==> config.mk <==
export PLATFORM = sky130hd
export DESIGN_NAME = stall_controller_flat
export DESIGN_NICKNAME = d
export VERILOG_FILES = /design/src/rtl/stall_controller_if.sv /design/src/rtl/stall_controller.sv /design/src/flat_wrapper.sv
export SDC_FILE = /design/constraint.sdc
export NUM_CORES = 1
export LEC_CHECK = 0
export CELL_PAD_IN_SITES_DETAIL_PLACEMENT = 1
export CELL_PAD_IN_SITES_GLOBAL_PLACEMENT = 1
export CORE_AREA = 2 2 80 82
export DETAILED_ROUTE_END_ITERATION = 8
export DIE_AREA = 0 0 82 84
export HOLD_SLACK_MARGIN = 0.08
export PLACE_DENSITY = 0.86
export SLEW_MARGIN = 20
export SYNTH_ARGS = -nofsm -noshare
export SYNTH_HDL_FRONTEND = slang
export SYNTH_SLANG_ARGS = --single-unit
==> constraint.sdc <==
create_clock -name CLK -period 4.5 [get_ports CLK]
set_input_delay 0.45 -clock CLK [delete_from_list [all_inputs] [get_ports CLK]]
set_output_delay 0.45 -clock CLK [all_outputs]
set_load 0.02 [all_outputs]
==> src/rtl/stall_controller_if.sv <==
// stall_controller_if: hazard-side request and pipeline-control bus for stall_controller
//   Stall, BranchTaken_D, Halt_D                   requests from hazard detect / decode
//   PCWriteEN, IFIDWriteEN, IFIDFlush, IDEXFlush   pipeline register controls
//   Halted, Watchdog, StallCount                   status and performance counter
interface stall_controller_if #(parameter int COUNT_W = 32);
    logic               Stall;
    logic               BranchTaken_D;
    logic               Halt_D;
    logic               PCWriteEN;
    logic               IFIDWriteEN;
    logic               IFIDFlush;
    logic               IDEXFlush;
    logic               Halted;
    logic               Watchdog;
    logic [COUNT_W-1:0] StallCount;
    modport master (
        output Stall, BranchTaken_D, Halt_D,
        input  PCWriteEN, IFIDWriteEN, IFIDFlush, IDEXFlush, Halted, Watchdog, StallCount
    );
    modport slave (
        input  Stall, BranchTaken_D, Halt_D,
        output PCWriteEN, IFIDWriteEN, IFIDFlush, IDEXFlush, Halted, Watchdog, StallCount
    );
endinterface

==> src/rtl/stall_controller.sv <==
// stall_controller: resolves stall/branch/halt priority into pipeline write-enables and flushes
//   CLK, RESET  clock and synchronous active-high reset
//   bus         slave side of stall_controller_if (requests in, controls and status out)
module stall_controller #(
    parameter int COUNT_W      = 32,
    parameter int MAX_STALL    = 16,
    parameter int DRAIN_CYCLES = 3
) (
    input logic               CLK,
    input logic               RESET,
    stall_controller_if.slave bus
);
    typedef enum logic [1:0] {RUN, STALL, DRAIN, HALTED} state_t;
    state_t             state;
    logic [7:0]         consec;
    logic [7:0]         consec_nx;
    logic [3:0]         drain;
    logic               wd;
    logic [COUNT_W-1:0] count;
    logic               active;
    assign active    = (state == RUN) || (state == STALL);
    assign consec_nx = (consec == 8'hFF) ? consec : consec + 8'd1;
    // Controls are Mealy so a stall request freezes the front end in the same cycle.
    assign bus.PCWriteEN   = !RESET && active && !bus.Stall && !bus.Halt_D;
    assign bus.IFIDWriteEN = !RESET && active && !bus.Stall;
    assign bus.IFIDFlush   = RESET || !active || (!bus.Stall && (bus.Halt_D || bus.BranchTaken_D));
    assign bus.IDEXFlush   = RESET || !active || bus.Stall;
    assign bus.Halted      = !RESET && (state == HALTED);
    assign bus.Watchdog    = !RESET && wd;
    assign bus.StallCount  = count;
    always_ff @(posedge CLK) begin
        if (RESET) begin
            state  <= RUN;
            consec <= '0;
            drain  <= '0;
            wd     <= 1'b0;
            count  <= '0;
        end else begin
            case (state)
                RUN, STALL: begin
                    if (bus.Stall) begin
                        state  <= STALL;
                        consec <= consec_nx;
                        if (consec_nx == 8'(MAX_STALL)) wd <= 1'b1;
                        if (count != '1) count <= count + COUNT_W'(1);
                    end else begin
                        consec <= '0;
                        if (bus.Halt_D) begin
                            state <= DRAIN;
                            drain <= 4'(DRAIN_CYCLES - 1);
                        end else begin
                            state <= RUN;
                        end
                    end
                end
                DRAIN: begin
                    if (drain == 4'd0) state <= HALTED;
                    else drain <= drain - 4'd1;
                end
                default: state <= HALTED;
            endcase
        end
    end
endmodule

==> src/flat_wrapper.sv <==
// flat-port wrapper written by rule: the top's interface ports become plain ports
module stall_controller_flat 
#(
    parameter int COUNT_W      = 32,
    parameter int MAX_STALL    = 16,
    parameter int DRAIN_CYCLES = 3
)
  (CLK, RESET, bus_Stall, bus_BranchTaken_D, bus_Halt_D, bus_PCWriteEN, bus_IFIDWriteEN, bus_IFIDFlush, bus_IDEXFlush, bus_Halted, bus_Watchdog, bus_StallCount);
  stall_controller_if #(.COUNT_W(COUNT_W)) bus_i ();
  input logic CLK;
  input logic RESET;
  input wire logic [$bits(bus_i.Stall)-1:0] bus_Stall;
  input wire logic [$bits(bus_i.BranchTaken_D)-1:0] bus_BranchTaken_D;
  input wire logic [$bits(bus_i.Halt_D)-1:0] bus_Halt_D;
  output wire logic [$bits(bus_i.PCWriteEN)-1:0] bus_PCWriteEN;
  output wire logic [$bits(bus_i.IFIDWriteEN)-1:0] bus_IFIDWriteEN;
  output wire logic [$bits(bus_i.IFIDFlush)-1:0] bus_IFIDFlush;
  output wire logic [$bits(bus_i.IDEXFlush)-1:0] bus_IDEXFlush;
  output wire logic [$bits(bus_i.Halted)-1:0] bus_Halted;
  output wire logic [$bits(bus_i.Watchdog)-1:0] bus_Watchdog;
  output wire logic [$bits(bus_i.StallCount)-1:0] bus_StallCount;
  assign bus_i.Stall = bus_Stall;
  assign bus_i.BranchTaken_D = bus_BranchTaken_D;
  assign bus_i.Halt_D = bus_Halt_D;
  assign bus_PCWriteEN = bus_i.PCWriteEN;
  assign bus_IFIDWriteEN = bus_i.IFIDWriteEN;
  assign bus_IFIDFlush = bus_i.IFIDFlush;
  assign bus_IDEXFlush = bus_i.IDEXFlush;
  assign bus_Halted = bus_i.Halted;
  assign bus_Watchdog = bus_i.Watchdog;
  assign bus_StallCount = bus_i.StallCount;
  stall_controller #(.COUNT_W(COUNT_W), .MAX_STALL(MAX_STALL), .DRAIN_CYCLES(DRAIN_CYCLES)) u_core (.CLK(CLK), .RESET(RESET), .bus(bus_i));
endmodule
==> flow_metrics.py <==
metrics = {
    "placement": {
        "dp_hpwl_um": 4990,
        "place.gp.congestion": 0.771,
        "dpl_cell_area_um2": 2930,
        "numPortBuffers": 42,
        "dp.cells": 413,
    },
    "floorplan": {
        "dieArea_um2": 6890,
        "die_w_um": 82,
        "start_util": 0.400,
        "io_pins": 43,
        "fp.dieH_um": 84,
        "core_um2": 6100,
        "rows": 29,
    },
    "sta": {
        "slew_headroom": 0.425,
        "setup-tns-final_ns": 0,
        "post-route-period-util": 0.621,
        "max_freq_mhz": 358,
        "finalHoldViolations": 0,
        "tightest_slew_ns": 0.854,
        "setup-violations-final": 0,
        "fin_skew_ns": 0.00721,
        "slew_violations": 0,
        "period_minus_slack_ns": 2.79,
        "rsz0062_at_grt": "false",
    },
    "clock_network": {
        "h-tree-depth": 2,
        "cts_made_buffers": 5,
        "cts.sinks": 47,
        "hold_buffers": 0,
        "cts_max_path_buffers": 2,
        "cts_tree": "built",
        "clkTransAtPathRegs_ns": 0.08,
        "post_cts_buffers": 0,
        "clock_latency_ns": 0.30,
        "cts_resized": 0,
        "cts-root-buf": "clkbuf_8",
    },
    "worst_setup_path": {
        "crit_chain": "clkdlybuf4s50_1 > clkinv_1 > nand2_1 > nor2_1 > clkdlybuf4s50_1",
        "slowest_stage": "clkdlybuf4s50_1",
        "end_kind": "primary output",
        "path_buf_inv": 3,
        "critPathMaxStageDelay_ns": 0.66,
        "crit_type": "input pin to primary output",
        "path_delay_family": "buffers and inverters",
        "worst_r2r_path_depth": 6,
        "start_kind": "input pin",
        "required_ns": 4.05,
        "arrival_ns": 2.34,
        "crit_path_max_fanout": 9,
        "crit_path_frequent_cell": "clkdlybuf4s50_1",
        "worstSetupPathDepth": 5,
    },
    "routing": {
        "dr.pass1.iters": 4,
        "wirelength_um": 6970,
        "wire_per_inst_um": 16.6,
        "drtIter0Drc": 123,
        "drtAntennaViolNets": 0,
        "route.detailed.drc": 0,
        "via_count": 2476,
        "vias_per_cell": 5.88,
    },
    "synth": {
        "syn_area_um2": 2440,
        "synthCells": 303,
        "synth_area_per_cell_um2": 8.04,
        "yosysUniqueCellTypes": 51,
        "synth_ff_type": "dfxtp_1",
        "async_flop_share": 0,
        "synth_fp_nets": 311,
        "synth_edf_count": 0,
        "synth_top_cell_by_area": "dfxtp_1",
        "synth_top_area_share": 0.386,
        "synth_common_cells": "dfxtp_1, nor2_1, a21oi_1",
        "ys_seq_elements": 47,
        "ys.warnings.count": 0,
        "yosysMostFrequentCell": "dfxtp_1",
        "ys_seq_area_frac": 0.386,
        "synthTopCellsByArea": "dfxtp_1, a21oi_1, nor2_1, o21ai_0, nand2_1",
    },
    "cells_and_area": {
        "fin_nets": 351,
        "fillers": 760,
        "final-instance-count-excl-fill": 421,
        "drive_gt1_frac": 0.0552,
        "ff_latch_area_um2": 941,
        "syn_to_final_growth_pct": 24.2,
        "multi_input_area_um2": 1420,
        "antenna_cells": 0,
        "stdcell_area_um2": 3030,
    },
    "grt": {
        "grt_pass1_vias": 2468,
        "antenna_found_initial": 0,
        "grt-ovfl-total": 0,
        "grt_max_degree": 38,
        "grtUsageTotal": 0.209,
        "grt_pass1_wl_um": 11500,
    },
    "pwr": {
        "p_total_uw": 786,
        "p_leak_nw": 0.989,
        "power.density_nw_per_um2": 260,
        "ir_drop_uv": 134,
    },
    "outcome": {
        "outcome": "finished, final reports clean",
    },
    "hold_path": {
        "hold_class": "flip-flop to flip-flop",
        "whs_path_depth": 2,
    },
    "job": {
        "cap_viol_max_count": 0,
    },
}
[layer usage]
layer / share of wire / routed length [um] / vias up / GRT usage
met5: 0 / 0 / - / 0
met4: 0.016 / 114 / 0 / 0.0682
met3: 0.026 / 182 / 12 / 0.0379
met2: 0.50 / 3510 / 41 / 0.353
met1: 0.45 / 3160 / 1222 / 0.264
li1: - / - / 1201 / -
[tightest hold or removal path, delay by kind of cell (launching register included)]
| family | cells | cell delay (ns) |
|---|---|---|
| AOI/OAI and AO/OA | 1 | 0.06 |
| DFF | 1 | 0.31 |
| buffers and inverters | 1 | 0.06 |
[logic make-up (layout without fill, tap and decap cells)]
kind of cell / after synthesis / in the layout / synth area share
AOI/OAI and AO/OA: 77 / 77 / 0.195
and+or+nand+nor: 140 / 140 / 0.313
adders and majority gates: 3 / 3 / 0.0154
DFF: 47 / 47 / 0.386
muxes: 5 / 5 / 0.0226
xor gates and xnor gates: 10 / 10 / 0.0359
buffers and inverters: 21 / 62 / 0.0329
[state kept, by name, indices dropped and copies added (netlist names)]
| register | count |
|---|---|
| u_core.state | 2 |
| u_core.wd | 1 |
| u_core.consec | 8 |
| u_core.bus.StallCount | 32 |
| u_core.drain | 4 |
[layout by cell type (no fill, tap or decap), types with 3 or more instances in the layout]
master	instances
nor3_1	6
o21ai_0	21
nor2_1	34
a21oi_1	28
or3_1	12
ha_1	3
mux2_2	4
nand2_1	27
o211ai_1	3
nand3_1	12
nor4_1	3
dfxtp_1	47
xnor2_1	5
or4_1	9
o31ai_1	5
clkdlybuf4s50_1	42
xor2_1	5
clkbuf_8	7
inv_1	9
and3_1	5
nor2b_1	5
nand4_1	14
[where the power goes]
part | switching (mW) | leakage (nW) | total (mW) | internal, mW
clock network | 0.140 | 0.0515 | 0.281 | 0.140
registers | 0.00995 | 0.380 | 0.434 | 0.424
logic | 0.0425 | 0.557 | 0.0712 | 0.0287
total | 0.193 | 0.989 | 0.786 | 0.593
[stage by stage]
| step | util | setup slack (ns) | hold slack [ns] |
|---|---|---|---|
| detailed placement | 0.480 | 1.55 | 0.464 |
| finish | 0.497 | 1.71 | 0.471 |
| global route | 0.497 | 1.59 | 0.497 |
| floorplan | - | 2.20 | 0.438 |
| global placement | 0.480 | 1.73 | 0.451 |
| CTS | 0.497 | 1.70 | 0.477 |
[area by class of cell]
class / count / share of cell area
multi-input cells: 235 / 0.468
repair buffers: 44 / 0.144
clock buffers: 8 / 0.0331
flip-flops and latches: 47 / 0.311
inverters: 10 / 0.0124
well taps: 77 / 0.0318
[path summary, 6_finish.rpt]
check             slack [ns]                         to                startpoint
hold reg to reg         0.47                  u_core.wd                 u_core.wd
setup / recovery        1.71                 bus_Halted                     RESET
setup reg to reg        2.07  u_core.bus.StallCount[31]  u_core.bus.StallCount[1]
hold / removal          0.47                  u_core.wd                 u_core.wd
No activity file was read; power rests on OpenSTA's default activity.
